<file path="src/rtl/pipe_skid_stage.sv">
// Pipeline register stage with optional two-entry skid buffer.
// Bubbles zero their control payload; flush and hold act on the whole stage.
module pipe_skid_stage #(
  parameter int DATA_W = 32,
  parameter int CTRL_W = 8,
  parameter int SKID   = 1
) (
  input  logic              clk,
  input  logic              rst,
  input  logic              flush,
  input  logic              hold,
  input  logic              up_valid,
  output logic              up_ready,
  input  logic [DATA_W-1:0] up_data,
  input  logic [CTRL_W-1:0] up_ctrl,
  output logic              dn_valid,
  input  logic              dn_ready,
  output logic [DATA_W-1:0] dn_data,
  output logic [CTRL_W-1:0] dn_ctrl,
  output logic [1:0]        occupancy
);

  logic              m_valid;
  logic [DATA_W-1:0] m_data;
  logic [CTRL_W-1:0] m_ctrl;
  logic              s_valid;
  logic [DATA_W-1:0] s_data;
  logic [CTRL_W-1:0] s_ctrl;
  logic              has_skid;
  logic              accept;
  logic              transfer;

  assign has_skid = (SKID != 0);

  assign dn_valid = m_valid & ~hold;
  assign dn_data  = m_data;
  assign dn_ctrl  = dn_valid ? m_ctrl : '0;

  // With a skid entry, ready depends only on registered state.
  assign up_ready = (has_skid ? ~s_valid : (~m_valid | dn_ready))
                  & ~hold & ~flush;

  assign accept   = up_valid & up_ready;
  assign transfer = dn_valid & dn_ready;

  assign occupancy = {1'b0, m_valid} + {1'b0, s_valid};

  always_ff @(posedge clk or posedge rst) begin
    if (rst) begin
      m_valid <= 1'b0;
      m_data  <= '0;
      m_ctrl  <= '0;
      s_valid <= 1'b0;
      s_data  <= '0;
      s_ctrl  <= '0;
    end else if (flush) begin
      m_valid <= 1'b0;
      m_ctrl  <= '0;
      s_valid <= 1'b0;
      s_ctrl  <= '0;
    end else if (transfer && s_valid) begin
      m_data  <= s_data;
      m_ctrl  <= s_ctrl;
      s_valid <= 1'b0;
      s_ctrl  <= '0;
    end else if (accept && (!m_valid || transfer)) begin
      m_valid <= 1'b1;
      m_data  <= up_data;
      m_ctrl  <= up_ctrl;
    end else if (accept && has_skid) begin
      s_valid <= 1'b1;
      s_data  <= up_data;
      s_ctrl  <= up_ctrl;
    end else if (transfer) begin
      m_valid <= 1'b0;
      m_ctrl  <= '0;
    end
  end

endmodule
</file>
<file path="config.mk">
export PLATFORM = sky130hd
export DESIGN_NAME = pipe_skid_stage
export DESIGN_NICKNAME = d
export VERILOG_FILES = /design/src/rtl/pipe_skid_stage.sv
export SDC_FILE = /design/constraint.sdc
export NUM_CORES = 1
export LEC_CHECK = 0
export ABC_AREA = 1
export BUFFER_PORTS_ARGS = -buffer_cell sky130_fd_sc_hd__clkbuf_2
export CAP_MARGIN = 20
export CORE_MARGIN = 2
export CORE_UTILIZATION = 45
export CTS_CLUSTER_SIZE = 8
export DETAILED_ROUTE_END_ITERATION = 8
export PLACE_DENSITY_LB_ADDON = 0.2
export SYNTH_ARGS = -nofsm -noshare
export SYNTH_HDL_FRONTEND = slang
export SYNTH_SLANG_ARGS = --single-unit
</file>
<file path="constraint.sdc">
create_clock -name clk -period 3.5 [get_ports clk]
set_clock_uncertainty 0.15 [all_clocks]
set_input_delay 0.7 -clock clk [delete_from_list [all_inputs] [get_ports clk]]
set_output_delay 0.7 -clock clk [all_outputs]
set_load 0.005 [all_outputs]
</file>
# After elaboration in Yosys (flattened, before gate mapping)
# Index checks and enable logic that the tools add are counted.
# totals
ff_bits	82
latchBits	0
ram_bits	0
romBits	0
inputBits	46
output_inout_bits	44
elab_cells	55
mem_count	0
# op_classes
n_addsub	1
n_mul	0
div_mod_pow	0
magnitude_cmp	0
n_eq_ne	4
shifts	0
muxes	21
bitwise	10
reduce_logical	13
# ops
op	count
two-way mux 8 bit	10
two-way mux 32 bit	2
two-way mux 1 bit	9
AND reduction 2 bit	3
nonzero test 3 bit	2
bitwise AND 1 bit	5
inverter 1 bit	5
!= test 4 x 2 -> 1 bit, second input constant	1
AND reduction 4 bit	1
nonzero test 4 bit	1
!= test 3 x 2 -> 1 bit, second input constant	1
!= test 3 bit, second input constant	1
AND reduction 3 bit	1
adder 1 x 1 -> 2 bit	1
logical AND 1 bit	2
!= test 2 bit, second input constant	1
nonzero test 2 bit	1
zero test 1 bit	1
logical OR 1 bit	1

# Logic depth before layout (Yosys ltp)
# depth
ltp_word	8
ltp_mapped	8
depth_no_buf	7

# Worst setup path after synthesis
# Ideal clock, no wire load.
# synth_path
path_kind	input to output
startpoint	input port hold
endpoint	output port dn_ctrl[0]
arrival_time_ns	1.095
required_time_ns	2.650
path_slack_ns	1.555
path_stages	3
path_buffers	0
cell_sequence	nor2_2 > inv_1 > nor2_1
# synth_between
elab_chain_cells	3
# synth_rtl
item	line_no	source
from (decl)	11	input logic hold,
inverter 1 bit	35	assign dn_valid = m_valid & ~hold;
bitwise AND 1 bit	35	
two-way mux 8 bit	37	assign dn_ctrl = dn_valid ? m_ctrl : '0;
to (decl)	19	output logic [CTRL_W-1:0] dn_ctrl,
# Every way passes these cells.

# Worst setup path after layout
# layout_path
startpoint	register m_valid
endpoint	output port dn_ctrl[6]
# layout_between
elab_chain_cells	2
# layout_rtl
item	line_no	source
from (decl)	23	logic m_valid;
from (signal assigned)	50	m_valid <= 1'b0;
from (signal assigned)	57	m_valid <= 1'b0;
from (signal assigned)	67	m_valid <= 1'b1;
bitwise AND 1 bit	35	
two-way mux 8 bit	37	
# Every way passes these cells.

==> flow_metrics.tcl <==
set metrics [dict create \
    ios 90 \
    setup_viol 0 \
    max_stage_delay_ns 0.46 \
    end_kind "primary output" \
    synth.top_cell.area_share_pct 52.3 \
    start_util_pct 45.7 \
    ir_drop_uv 247 \
    post-route-period-util_pct 66.5 \
    diodes 0 \
    setup_slack_ns 1.17 \
    ys_seq_elements 82 \
    critical_path.most_common_cell "inv_1" \
    synth_seq_area_share_pct 52.3 \
    die_height_um 97.4 \
    synth_area_leader_cell "dfrtp_1" \
    crit_fanout 8 \
    grt.total_usage_pct 20.0 \
    crit_path_cell_trace "inv_1, nor2_2, inv_1, nor2_1, clkbuf_2" \
    grt_most_used_layer "met2" \
    final_cell_mix "226 x nand2_1, 89 x clkbuf_2, 82 x dfrtp_1, 64 x nand3_1, 23 x inv_1" \
    vias_per_cell 4.87 \
    syn_nets 528 \
    fmax_mhz 430 \
    instances_no_fill 674 \
    p_total_mw 2.45 \
    worstSetupStartpointType "register" \
    cts_max_level 3 \
    final_hold_viol_count 0 \
    vias 3283 \
    final_common_cell "nand2_1" \
    syn_avg_cell_area_um2 8.16 \
    cts_setup_buffers 0 \
    power_density_nw_per_um2 532 \
    grt_max_degree 75 \
    synth_warnings 0 \
    worstSetupPathType "register to primary output" \
    layout-drive-gt1-share_pct 25.8 \
    synth_cell_type_count 22 \
    tightest_slew_ns 0.910 \
    synth.cell_area_um2 3920 \
    routed_wl_um 8920 \
    cts_buffer_depth 2 \
    area_growth_pct 17.4 \
    hpwl_um 5750 \
    cts_tree "done" \
    dp.cells 657 \
    firstDrtPassIters 4 \
    slew_headroom_pct 39.3 \
    drtAntennaViolNets 0 \
    drv_cap 0 \
    cp_slowest_cell "dfrtp_1" \
    antenna_found_initial 0 \
    place_ws_ns 1.04 \
    clkSlewWorstSetupHoldPaths_ns 0.08 \
    first_iter_violations 119 \
    netlist_top_cells_area "dfrtp_1 52%, nand2_1 22%, nand3_1 8.2%" \
    portBuffers 89 \
    syn_inst 481 \
    required_ns 2.65 \
    drc 0 \
    hp-class "input port to asynchronous set/reset pin" \
    grt_pass1_vias 3307 \
    wl_per_cell_um 13.2 \
    r2r_setup_slack_ns 1.27 \
    cts.hold.buffers_added 0 \
    gr-usage-met1_pct 27.7 \
    fin_setup_tns_ns 0 \
    final_nets 608 \
    critPathArrivalTime_ns 1.48 \
    fp.dieW_um 97.4 \
    clkSinkCount 82 \
    tritoncts.num_buffers 9 \
    clk_latency_ns 0.34 \
    grt_pass1_wl_um 15600 \
    grt.overflow.total 0 \
    fp.dieArea_um2 9480 \
    coreArea_um2 8590 \
    met3_usage_pct 3.96 \
    fin_crit_ns 2.33 \
    fp-row-count 34 \
    root_buffer "clkbuf_8" \
    p_leak_nw 2.60 \
    gp_congestion 0.889 \
    maxSlewViolCount 0 \
    whs_ns 0.177 \
    cts_resized 0 \
    gr-usage-met2_pct 32.1 \
    outcome "complete, no violations" \
    rsz0062_at_grt "no" \
]
[registers in the layout (all words and copies together) (netlist names)]
| name | flops |
|---|---|
| dn_data | 32 |
| m_ctrl | 8 |
| m_valid | 1 |
| s_ctrl | 8 |
| s_data | 32 |
| s_valid | 1 |
[where the power goes]
| part | total, mW | switching, mW | leakage, nW | internal, mW |
|---|---|---|---|---|
| combinational | 0.411 | 0.219 | 1.42 | 0.193 |
| clock | 0.804 | 0.331 | 0.114 | 0.474 |
| sequential | 1.24 | 0.106 | 1.06 | 1.13 |
[stage by stage]
| stage | util [%] | cell area [µm²] |
|---|---|---|
| 6_report | 53.6 | 4610 |
| 4_1_cts | 53.4 | 4590 |
| 2_1_floorplan | - | 3920 |
| 5_1_grt | 53.6 | 4610 |
| 3_3_place_gp | 50.7 | 4350 |
| 3_5_place_dp | 50.7 | 4350 |
[layout make-up]
class / instances / area, µm²
clock inverter: 5 / 103
clock buffer: 11 / 131
tap: 108 / 135
multi-input combinational: 347 / 1580
sequential: 82 / 2050
fill: 848 / 3990
inverter: 26 / 98.8
timing repair buffer: 95 / 503
[synth_stat cells, drive strengths merged]
cell    instances
nand2         232
a21boi          1
ha              1
inv            26
dfrtp          82
o21ai          32
nor2           13
nand3          66
buf            24
a21oi           1
clkbuf          2
o211ai          1
[cell families (layout without fill, tap and decap cells)]
logic type                 after synthesis  after routing  share of synthesized area (%)
and+or+nand+nor                        311            311                           33.2
adders and majority gates                1              1                          0.319
DFF                                     82             82                           52.3
AOI/OAI and AO/OA                       35             35                           6.70
buffers and inverters                   52            137                           7.53
[critical path: cells and delay by family (launching register included)]
kind,cells,cell delay [ns]
simple gates,2,0.30
flops,1,0.46
buf+inv,3,0.38
[worst paths after layout]
kind	depth (start not counted)	startpoint	to
setup / recovery	5	m_valid	dn_ctrl[6]
hold / removal	2	rst	s_data[25]
setup reg to reg	7	m_valid	dn_data[0]
hold reg to reg	2	s_data[20]	s_data[20]
max in group asynchronous	4	rst	s_ctrl[6]
min in group clk	2	s_data[20]	s_data[20]
[layer usage]
layer  share of wire (%)  wire length, µm
met5                   0                0
met4                 1.3              115
met3                 5.5              489
met2                  46             4080
met1                  48             4240
(Power assumes the default switching activity.)
